==> src/rtl/vga_tile_pkg.sv <==
// Shared tile class codes, default colours and 640x480@60 timing defaults.
// Latency: n/a (types and constants only).
// Backpressure: n/a.
package vga_tile_pkg;

    // Class of the tile currently under the raster, as returned by game logic
    typedef enum logic [1:0] {
        TILE_NONE = 2'b00,
        TILE_HEAD = 2'b01,
        TILE_BODY = 2'b10,
        TILE_WALL = 2'b11
    } tile_class_e;

    // Raster coordinate width (covers up to 1023 columns/lines)
    localparam int POS_W = 10;

    // 640x480@60 timing
    localparam int H_ACTIVE_DEF = 640;
    localparam int H_FP_DEF     = 16;
    localparam int H_SYNC_DEF   = 96;
    localparam int H_BP_DEF     = 48;
    localparam int V_ACTIVE_DEF = 480;
    localparam int V_FP_DEF     = 10;
    localparam int V_SYNC_DEF   = 2;
    localparam int V_BP_DEF     = 33;

    // Default palette
    localparam logic [2:0] HEAD_COLOR_DEF  = 3'b010;
    localparam logic [2:0] BODY_COLOR_DEF  = 3'b011;
    localparam logic [2:0] APPLE_COLOR_DEF = 3'b001;
    localparam logic [2:0] BG_COLOR_DEF    = 3'b111;
    localparam logic [2:0] WALL_COLOR_DEF  = 3'b111;

endpackage

==> src/rtl/vga_timing_gen.sv <==
// Pixel-clock divider, raster x/y counters, tile coordinates and raw sync/active flags.
// Latency: coordinates registered; raw flags are combinational from the presented coordinate.
// Backpressure: none; free-running raster.
module vga_timing_gen
    import vga_tile_pkg::*;
#(
    parameter int H_ACTIVE  = H_ACTIVE_DEF,
    parameter int H_FP      = H_FP_DEF,
    parameter int H_SYNC    = H_SYNC_DEF,
    parameter int H_BP      = H_BP_DEF,
    parameter int V_ACTIVE  = V_ACTIVE_DEF,
    parameter int V_FP      = V_FP_DEF,
    parameter int V_SYNC    = V_SYNC_DEF,
    parameter int V_BP      = V_BP_DEF,
    parameter int CLK_DIV   = 2,
    parameter int TILE_LOG2 = 4,
    parameter int TX_W      = 6,
    parameter int TY_W      = 5
) (
    input  logic             clk_i,
    input  logic             rst_ni,
    output logic             pix_ce_o,
    output logic             frame_start_o,
    output logic [POS_W-1:0] x_o,
    output logic [POS_W-1:0] y_o,
    output logic [TX_W-1:0]  tile_x_o,
    output logic [TY_W-1:0]  tile_y_o,
    output logic             hs_act_o,
    output logic             vs_act_o,
    output logic             de_o
);

    localparam int H_TOTAL = H_ACTIVE + H_FP + H_SYNC + H_BP;
    localparam int V_TOTAL = V_ACTIVE + V_FP + V_SYNC + V_BP;
    localparam int DIV_W   = (CLK_DIV > 1) ? $clog2(CLK_DIV) : 1;

    localparam logic [DIV_W-1:0] DIV_LAST = DIV_W'(CLK_DIV - 1);
    localparam logic [POS_W-1:0] H_LAST   = POS_W'(H_TOTAL - 1);
    localparam logic [POS_W-1:0] V_LAST   = POS_W'(V_TOTAL - 1);
    localparam logic [POS_W-1:0] H_ACT    = POS_W'(H_ACTIVE);
    localparam logic [POS_W-1:0] V_ACT    = POS_W'(V_ACTIVE);
    localparam logic [POS_W-1:0] H_SYNC_S = POS_W'(H_ACTIVE + H_FP);
    localparam logic [POS_W-1:0] H_SYNC_E = POS_W'(H_ACTIVE + H_FP + H_SYNC - 1);
    localparam logic [POS_W-1:0] V_SYNC_S = POS_W'(V_ACTIVE + V_FP);
    localparam logic [POS_W-1:0] V_SYNC_E = POS_W'(V_ACTIVE + V_FP + V_SYNC - 1);

    logic [DIV_W-1:0] div_q, div_d;
    logic             pix_ce_q, pix_ce_d;
    logic [POS_W-1:0] x_q, x_d, y_q, y_d;
    logic [TX_W-1:0]  tile_x_q, tile_x_d;
    logic [TY_W-1:0]  tile_y_q, tile_y_d;

    // Next-state: divider phase, strobe for the coming clock, raster advance on the strobe
    always_comb begin
        div_d    = (div_q == DIV_LAST) ? '0 : div_q + 1'b1;
        pix_ce_d = (div_d == DIV_LAST);
        x_d      = x_q;
        y_d      = y_q;
        if (pix_ce_q) begin
            if (x_q == H_LAST) begin
                x_d = '0;
                y_d = (y_q == V_LAST) ? '0 : y_q + 1'b1;
            end else begin
                x_d = x_q + 1'b1;
            end
        end
        tile_x_d = TX_W'(x_d >> TILE_LOG2);
        tile_y_d = TY_W'(y_d >> TILE_LOG2);
    end

    // State registers; reset restarts the raster at (0,0) with the strobe low
    always_ff @(posedge clk_i or negedge rst_ni) begin
        if (!rst_ni) begin
            div_q    <= '0;
            pix_ce_q <= 1'b0;
            x_q      <= '0;
            y_q      <= '0;
            tile_x_q <= '0;
            tile_y_q <= '0;
        end else begin
            div_q    <= div_d;
            pix_ce_q <= pix_ce_d;
            x_q      <= x_d;
            y_q      <= y_d;
            tile_x_q <= tile_x_d;
            tile_y_q <= tile_y_d;
        end
    end

    assign pix_ce_o      = pix_ce_q;
    assign x_o           = x_q;
    assign y_o           = y_q;
    assign tile_x_o      = tile_x_q;
    assign tile_y_o      = tile_y_q;
    assign frame_start_o = pix_ce_q && (x_q == '0) && (y_q == '0);
    assign hs_act_o      = (x_q >= H_SYNC_S) && (x_q <= H_SYNC_E);
    assign vs_act_o      = (y_q >= V_SYNC_S) && (y_q <= V_SYNC_E);
    assign de_o          = (x_q < H_ACT) && (y_q < V_ACT);

endmodule

==> src/rtl/vga_tile_renderer.sv <==
// VGA timing plus tile-map colour pipeline; optional dotted tile grid via VGA_TILE_GRID_EN.
// Latency: color_out/de/hsync/vsync lag x_pos/y_pos by exactly 2 pixel ticks.
// Backpressure: none; game logic must answer a presented coordinate before the next pix_ce.
module vga_tile_renderer
    import vga_tile_pkg::*;
#(
    parameter int H_ACTIVE  = H_ACTIVE_DEF,
    parameter int H_FP      = H_FP_DEF,
    parameter int H_SYNC    = H_SYNC_DEF,
    parameter int H_BP      = H_BP_DEF,
    parameter int V_ACTIVE  = V_ACTIVE_DEF,
    parameter int V_FP      = V_FP_DEF,
    parameter int V_SYNC    = V_SYNC_DEF,
    parameter int V_BP      = V_BP_DEF,
    parameter logic SYNC_POL = 1'b0,
    parameter int CLK_DIV   = 2,
    parameter int TILE_LOG2 = 4,
    parameter int TX_W      = 6,
    parameter int TY_W      = 5,
    parameter int COLOR_W   = 3,
    parameter logic [COLOR_W-1:0] HEAD_COLOR  = COLOR_W'(HEAD_COLOR_DEF),
    parameter logic [COLOR_W-1:0] BODY_COLOR  = COLOR_W'(BODY_COLOR_DEF),
    parameter logic [COLOR_W-1:0] APPLE_COLOR = COLOR_W'(APPLE_COLOR_DEF),
    parameter logic [COLOR_W-1:0] BG_COLOR    = COLOR_W'(BG_COLOR_DEF),
    parameter logic [COLOR_W-1:0] WALL_COLOR  = COLOR_W'(WALL_COLOR_DEF)
) (
    input  logic               CLK_50M,
    input  logic               RSTn,
    input  logic [1:0]         tile_class,
    input  logic [TX_W-1:0]    apple_x,
    input  logic [TY_W-1:0]    apple_y,
    input  logic               ovl_hit,
    input  logic [COLOR_W-1:0] ovl_color,
    output logic [POS_W-1:0]   x_pos,
    output logic [POS_W-1:0]   y_pos,
    output logic [TX_W-1:0]    tile_x,
    output logic [TY_W-1:0]    tile_y,
    output logic               pix_ce,
    output logic               frame_start,
    output logic               hsync,
    output logic               vsync,
    output logic               de,
    output logic [COLOR_W-1:0] color_out
);

    logic hs_act, vs_act, de_raw;

    vga_timing_gen #(
        .H_ACTIVE (H_ACTIVE),
        .H_FP     (H_FP),
        .H_SYNC   (H_SYNC),
        .H_BP     (H_BP),
        .V_ACTIVE (V_ACTIVE),
        .V_FP     (V_FP),
        .V_SYNC   (V_SYNC),
        .V_BP     (V_BP),
        .CLK_DIV  (CLK_DIV),
        .TILE_LOG2(TILE_LOG2),
        .TX_W     (TX_W),
        .TY_W     (TY_W)
    ) u_timing (
        .clk_i        (CLK_50M),
        .rst_ni       (RSTn),
        .pix_ce_o     (pix_ce),
        .frame_start_o(frame_start),
        .x_o          (x_pos),
        .y_o          (y_pos),
        .tile_x_o     (tile_x),
        .tile_y_o     (tile_y),
        .hs_act_o     (hs_act),
        .vs_act_o     (vs_act),
        .de_o         (de_raw)
    );

    // Stage 1: lookup results plus the raster flags of the same pixel
    tile_class_e        s1_class_q;
    logic               s1_apple_q;
    logic               s1_ovl_q;
    logic [COLOR_W-1:0] s1_ovl_col_q;
    logic               s1_de_q, s1_hs_q, s1_vs_q;

    // Stage 2: resolved colour and aligned syncs
    logic [COLOR_W-1:0] color_q, color_d;
    logic               de_q, hsync_q, vsync_q;
    logic               grid_dot;

`ifdef VGA_TILE_GRID_EN
    logic [TILE_LOG2-1:0] s1_off_x_q, s1_off_y_q;

    // Tile-local offsets follow their pixel into stage 1 for the grid-dot decision
    always_ff @(posedge CLK_50M or negedge RSTn) begin
        if (!RSTn) begin
            s1_off_x_q <= '0;
            s1_off_y_q <= '0;
        end else if (pix_ce) begin
            s1_off_x_q <= x_pos[TILE_LOG2-1:0];
            s1_off_y_q <= y_pos[TILE_LOG2-1:0];
        end
    end
`endif

    // Sample game-logic answers for the presented coordinate; apple match uses the live apple position
    always_ff @(posedge CLK_50M or negedge RSTn) begin
        if (!RSTn) begin
            s1_class_q   <= TILE_NONE;
            s1_apple_q   <= 1'b0;
            s1_ovl_q     <= 1'b0;
            s1_ovl_col_q <= '0;
            s1_de_q      <= 1'b0;
            s1_hs_q      <= 1'b0;
            s1_vs_q      <= 1'b0;
        end else if (pix_ce) begin
            s1_class_q   <= tile_class_e'(tile_class);
            s1_apple_q   <= (tile_x == apple_x) && (tile_y == apple_y);
            s1_ovl_q     <= ovl_hit;
            s1_ovl_col_q <= ovl_color;
            s1_de_q      <= de_raw;
            s1_hs_q      <= hs_act;
            s1_vs_q      <= vs_act;
        end
    end

    // Colour priority: overlay, apple, snake/wall class, background; black outside the active area
    always_comb begin
        grid_dot = 1'b0;
`ifdef VGA_TILE_GRID_EN
        grid_dot = (s1_off_x_q == '0) && (s1_off_y_q == '0);
`endif
        color_d = '0;
        if (s1_de_q) begin
            if (s1_ovl_q) begin
                color_d = s1_ovl_col_q;
            end else if (s1_apple_q) begin
                color_d = grid_dot ? '0 : APPLE_COLOR;
            end else begin
                case (s1_class_q)
                    TILE_HEAD: color_d = grid_dot ? '0 : HEAD_COLOR;
                    TILE_BODY: color_d = grid_dot ? '0 : BODY_COLOR;
                    TILE_WALL: color_d = WALL_COLOR;
                    default:   color_d = BG_COLOR;
                endcase
            end
        end
    end

    // Output register: colour, de and syncs leave together; syncs idle at the inactive level
    always_ff @(posedge CLK_50M or negedge RSTn) begin
        if (!RSTn) begin
            color_q <= '0;
            de_q    <= 1'b0;
            hsync_q <= ~SYNC_POL;
            vsync_q <= ~SYNC_POL;
        end else if (pix_ce) begin
            color_q <= color_d;
            de_q    <= s1_de_q;
            hsync_q <= s1_hs_q ? SYNC_POL : ~SYNC_POL;
            vsync_q <= s1_vs_q ? SYNC_POL : ~SYNC_POL;
        end
    end

    assign color_out = color_q;
    assign de        = de_q;
    assign hsync     = hsync_q;
    assign vsync     = vsync_q;

endmodule

==> config.mk <==
export PLATFORM = sky130hd
export DESIGN_NAME = vga_tile_renderer
export DESIGN_NICKNAME = d
export VERILOG_FILES = /design/src/rtl/vga_tile_pkg.sv /design/src/rtl/vga_timing_gen.sv /design/src/rtl/vga_tile_renderer.sv
export SDC_FILE = /design/constraint.sdc
export NUM_CORES = 1
export LEC_CHECK = 0
export ABC_AREA = 1
export CAP_MARGIN = 20
export CORE_MARGIN = 2
export CORE_UTILIZATION = 40
export DETAILED_ROUTE_END_ITERATION = 8
export PLACE_DENSITY = 0.77
export SYNTH_ARGS = -nofsm -noshare
export SYNTH_HDL_FRONTEND = slang
export SYNTH_HIERARCHICAL = 1
export SYNTH_SLANG_ARGS = --single-unit
==> constraint.sdc <==
create_clock -name CLK_50M -period 3.1 [get_ports CLK_50M]
set_input_delay 0.62 -clock CLK_50M [delete_from_list [all_inputs] [get_ports CLK_50M]]
set_output_delay 0.62 -clock CLK_50M [all_outputs]
set_load 0.01 [all_outputs]
[Word-level counts from Yosys, hierarchy flattened]
Index checks and enable logic that the tools add are counted.
Storage, ports and cells
  register bits: 37
  input bits: 19
  output and inout port bits: 39
  word-level logic and storage cells: 52
Cells by class
  add/sub/neg operators: 3
  order comparisons: 6
  equal/unequal tests: 6
  multiplexer cells: 12
  reduce and logical (&&, ||, !) cells: 9
Operators with widths (count)
  10-bit 2-to-1 mux: 3
  10-bit by 1-bit adder with 10-bit output (second input constant): 2
  10-bit equality test (second input constant): 2
  10-bit zero test: 2
  9-bit 2-to-1 mux: 2
  10-bit greater-or-equal comparator (second input constant): 1
  10-bit by 9-bit greater-or-equal comparator with 1-bit output (second input constant): 1
  10-bit less-or-equal comparator (second input constant): 1
  10-bit by 9-bit less-or-equal comparator with 1-bit output (second input constant): 1
  10-bit < comparator (second input constant): 1
  10-bit by 9-bit < comparator with 1-bit output (second input constant): 1
  3-bit 2-to-1 mux: 3
  6-bit equality test: 1
  1-bit logical AND: 6
  3-bit one-hot mux with 2 select lines: 1
  5-bit equality test: 1
  1-bit 2-to-1 mux: 3
  2-bit by 1-bit equality test with 1-bit output (second input constant): 1
  2-bit equality test (second input constant): 1
  2-bit AND reduction: 1
  1-bit adder (second input constant): 1

[Longest topological paths before layout]
  word-level depth: 5
  depth in mapped cells: 8
  gate-level depth less buffers: 8

[By module]
The synthesis kept the hierarchy.
By module, submodules not included
  vga_timing_gen: instances 1, cells each 188, area each 1443.9 sq um, sequential area each 525.5 sq um
  vga_tile_renderer: instances 1, cells each 127, area each 863.3 sq um, sequential area each 402.9 sq um

[Worst setup path before layout]
OpenSTA, ideal clock, no wires.
  kind: reg-to-output
  start: register u_timing.y_q[0] (netlist: u_timing/y_o[0])
  end: output frame_start
  arrival time: 1.117 ns
  data required time: 2.480 ns
  setup slack: 1.363 ns
  cell stages (with the launch flop): 7
  buffers on the path: 0
  path through: dfrtp_1 -> inv_1 -> ha_1 -> inv_1 -> nor3_1 -> nand3_1 -> nor2_1
On the way
  word-level cells in the longest chain between the ends: 2
RTL lines
  start: declaration: RTL line vga_timing_gen.sv:49  | logic [POS_W-1:0] x_q, x_d, y_q, y_d;
  start signal: assignment: RTL line vga_timing_gen.sv:84  | y_q <= y_d;
  10-bit zero test: RTL line vga_timing_gen.sv:95  | assign frame_start_o = pix_ce_q && (x_q == '0) && (y_q == '0);
  1-bit logical AND: RTL line vga_timing_gen.sv:95
  end: declaration: RTL line vga_tile_renderer.sv:39  | output logic frame_start,
Every way passes these cells.

[Worst setup path after layout]
  start: register u_timing.x_q[0] (netlist: u_timing/x_o[0])
  end: output frame_start
On the way
  word-level cells in the longest chain between the ends: 3
RTL lines
  start: declaration: RTL line vga_timing_gen.sv:49
  start signal: assignment: RTL line vga_timing_gen.sv:76  | x_q <= '0;
  start signal: assignment: RTL line vga_timing_gen.sv:83  | x_q <= x_d;
  10-bit zero test: RTL line vga_timing_gen.sv:95
  1-bit logical AND (2 in series): RTL line vga_timing_gen.sv:95
Every way passes these cells.

==> flow_metrics.tcl <==
set metrics [dict create \
    max_slew_margin_pct 62.85 \
    grt_util_met2_pct 31.00 \
    yosys_register_bits 37 \
    cts_setup_buffers 0 \
    multiInputGateArea_um2 1054 \
    syn_nets 339 \
    drt_iter0_drc 108 \
    reg2reg_setup_slack_ps 1240 \
    clock_latency_ps 290 \
    row_count 27 \
    utilization_pct 53.52 \
    rr_endpoint "u_timing/y_o[1]" \
    place_hpwl_mm 3.887 \
    synth.top_cells.by_count "nand2_1 (96), inv_1 (47), dfrtp_1 (35), nor2_1 (29), nand3_1 (17)" \
    async_reset_ff_share_pct 100.0 \
    hold_class "reg -> reg" \
    tightest_slew_ps 555.7 \
    ios 58 \
    rr_worst_depth 5 \
    pwr-share-seq_pct 49.4 \
    dp.cells 428 \
    synth_area_um2 2307 \
    switching_share_pct 21.32 \
    path_buf_inv 2 \
    met3_usage_pct 3.733 \
    antenna_cells 0 \
    post_drt_wl_per_cell_um 12.39 \
    cts-htree-levels 2 \
    cts_hold_buf 0 \
    synth_top_area_share_pct 37.96 \
    synth_edf_count 0 \
    critical_path_arrival_ps 1980 \
    synth_warnings 6 \
    grt_pass1_vias 2032 \
    die_y_um 79.95 \
    setup_viol 0 \
    clkSinkCount 37 \
    r2r_start "u_timing/x_o[4]" \
    p_clk_share_pct 44.2 \
    grt_max_degree 38 \
    synth.most_common_cell "nand2_1" \
    cap_violations 0 \
    initial_core_util_pct 41.64 \
    seq_area_um2 928.4 \
    cts_made_buffers 5 \
    p_int_mw 0.7862 \
    grt_pass1_wl_mm 9.190 \
    grt_overflow 0 \
    status "finished clean" \
    ys_top_cells_by_area "dfrtp_1 (38%), nand2_1 (16%), inv_1 (7.6%), nor2_1 (4.7%), buf_4 (4.6%)" \
    peakVddDrop_v 0.0002704 \
    synth_top_cell_by_area "dfrtp_1" \
    tns_ps 0 \
    max_stage_delay_ps 550 \
    cp_cell_sequence "inv_1 -> ha_1 -> nand2_1 -> nor3_1 -> nand4_1 -> nor2_1 -> clkdlybuf4s50_1" \
    coreArea_um2 5540 \
    period_minus_slack_ps 2599 \
    synthCells 315 \
    hold_start "s1_hs_q" \
    path_clk_slew_ps 80 \
    place_congestion 0.8486 \
    synth_seq_area_share_pct 40.24 \
    drt-total-wl_mm 5.400 \
    dieArea_um2 6391 \
    postRouteAntennaNets 0 \
    fp.dieW_um 79.95 \
    cp_slowest_cell "clkdlybuf4s50_1" \
    powerDensity_nw_per_um2 337.0 \
    critPathCaptureType "output pin" \
    final_nets 387 \
    clock_skew_ps 5.287 \
    cts_tree "built" \
    syn_area_per_cell_um2 7.324 \
    dr.pass1.iters 4 \
    clock-root-buffer "clkbuf_8" \
    antenna_found_initial 0 \
    use_met1_pct 23.73 \
    cp.required_ps 2480 \
    grt_use_total_pct 18.26 \
    vias_per_cell 4.794 \
    critPathTopFamily "buffers and inverters" \
    crit_type "reg -> out" \
    fillers 536 \
    synthFlopType "dfrtp_1" \
    cts_buffer_depth 2 \
    via_count 2090 \
    leakagePower_nw 1.401 \
    whs_path_depth 1 \
    crit_fanout 4 \
    top_usage_layer "met2" \
    worstHoldEndpoint "hsync" \
    drc_errors 0 \
    combPwrFrac_pct 6.4 \
    hold_viol 0 \
    post_cts_resized 0 \
    io_buffers 57 \
    synthDistinctLibCells 30 \
    area_growth_syn_to_layout_pct 28.52 \
    fmax_ghz 0.3848 \
    rsz0062_at_grt "no" \
    cp-start-kind "flop" \
    fin_crit_sh_pct 83.82 \
    final_cells 436 \
    layout-drive-gt1-share_pct 8.791 \
    drv_slew 0 \
    p_sw_mw 0.2131 \
]
## per-layer routing
layer	routed length, um	share of wire (%)
met5	0	0
met1	2464	46
met3	307	5.7
met2	2575	48
met4	52	0.96
## power groups by stage
stage | Sequential, mW | Clock (mW) | Combinational, mW
6_report | 0.494 | 0.442 | 0.0636
3_3_place_gp | 0.503 | 0 | 0.0631
2_1_floorplan | 0.504 | 0 | 0.0178
3_5_place_dp | 0.503 | 0 | 0.0640
4_1_cts | 0.494 | 0.447 | 0.0648
5_1_grt | 0.495 | 0.474 | 0.0717
## cell families (layout without fill, tap and decap cells)
kind of cell | count (synthesis) | in the layout | share of synthesized area (%)
XOR/XNOR | 9 | 9 | 3.417
buffers and inverters | 68 | 117 | 14.10
flip-flops | 37 | 37 | 40.24
adder cells (fa/ha/maj) | 5 | 5 | 2.711
AND/OR/NAND/NOR | 169 | 169 | 32.43
multiplexers | 1 | 1 | 0.4339
AO/OA/AOI/OAI | 26 | 26 | 6.670
## metrics by stage
stage | worst slack, ps | instance area, um2 | hold slack (ps) | power, mW
3_3_place_gp | 878.3 | 2845 | 400.6 | 0.5657
2_1_floorplan | 1363 | 2307 | 324.4 | 0.5217
6_report | 501.5 | 2965 | 414.5 | 0.9992
4_1_cts | 501.8 | 2965 | 418.7 | 1.005
5_1_grt | 358.0 | 2965 | 430.5 | 1.040
3_5_place_dp | 852.6 | 2845 | 406.4 | 0.5672
## area by class of cell
type	count	area share, %
clock buffer	6	2.785
clock inverter	2	1.266
inverter	50	6.329
multi-input combinational	210	35.53
sequential	37	31.31
tap	72	3.038
timing repair buffer	59	19.75
## flip-flops by register name, indices dropped and copies added, names as in the netlist, 2 cells and up
name / cells
s1_ovl_col_q: 3
u_timing/x_o: 10
color_out: 3
s1_class_q: 2
u_timing/y_o: 10
## cells in the final DEF, fill, tap and decap left out, types with 3 or more instances in the layout
cell type         n
a21oi_1           4
nand2_1          96
inv_2             3
nand3_1          17
clkbuf_8          6
nor2_1           29
nand4_1           7
nor3_1            7
nor2_2            4
o21ai_2           4
xor2_1            8
o21ai_0          11
ha_1              5
inv_1            47
clkdlybuf4s50_1  57
o21ai_1           4
dfrtp_1          35
## how the worst max path moves through the flow
stage,depth (start not counted),slack [ps],startpoint,to
3_5_place_dp,7,850,u_timing/y_o[0],frame_start
3_3_place_gp,7,880,u_timing/y_o[0],frame_start
2_1_floorplan,6,1360,u_timing/y_o[0],frame_start
5_1_grt,7,360,u_timing/x_o[0],frame_start
4_1_cts,7,500,u_timing/x_o[0],frame_start
6_report,7,500,u_timing/x_o[0],frame_start
Note: power is estimated with default switching activity, not from simulation.
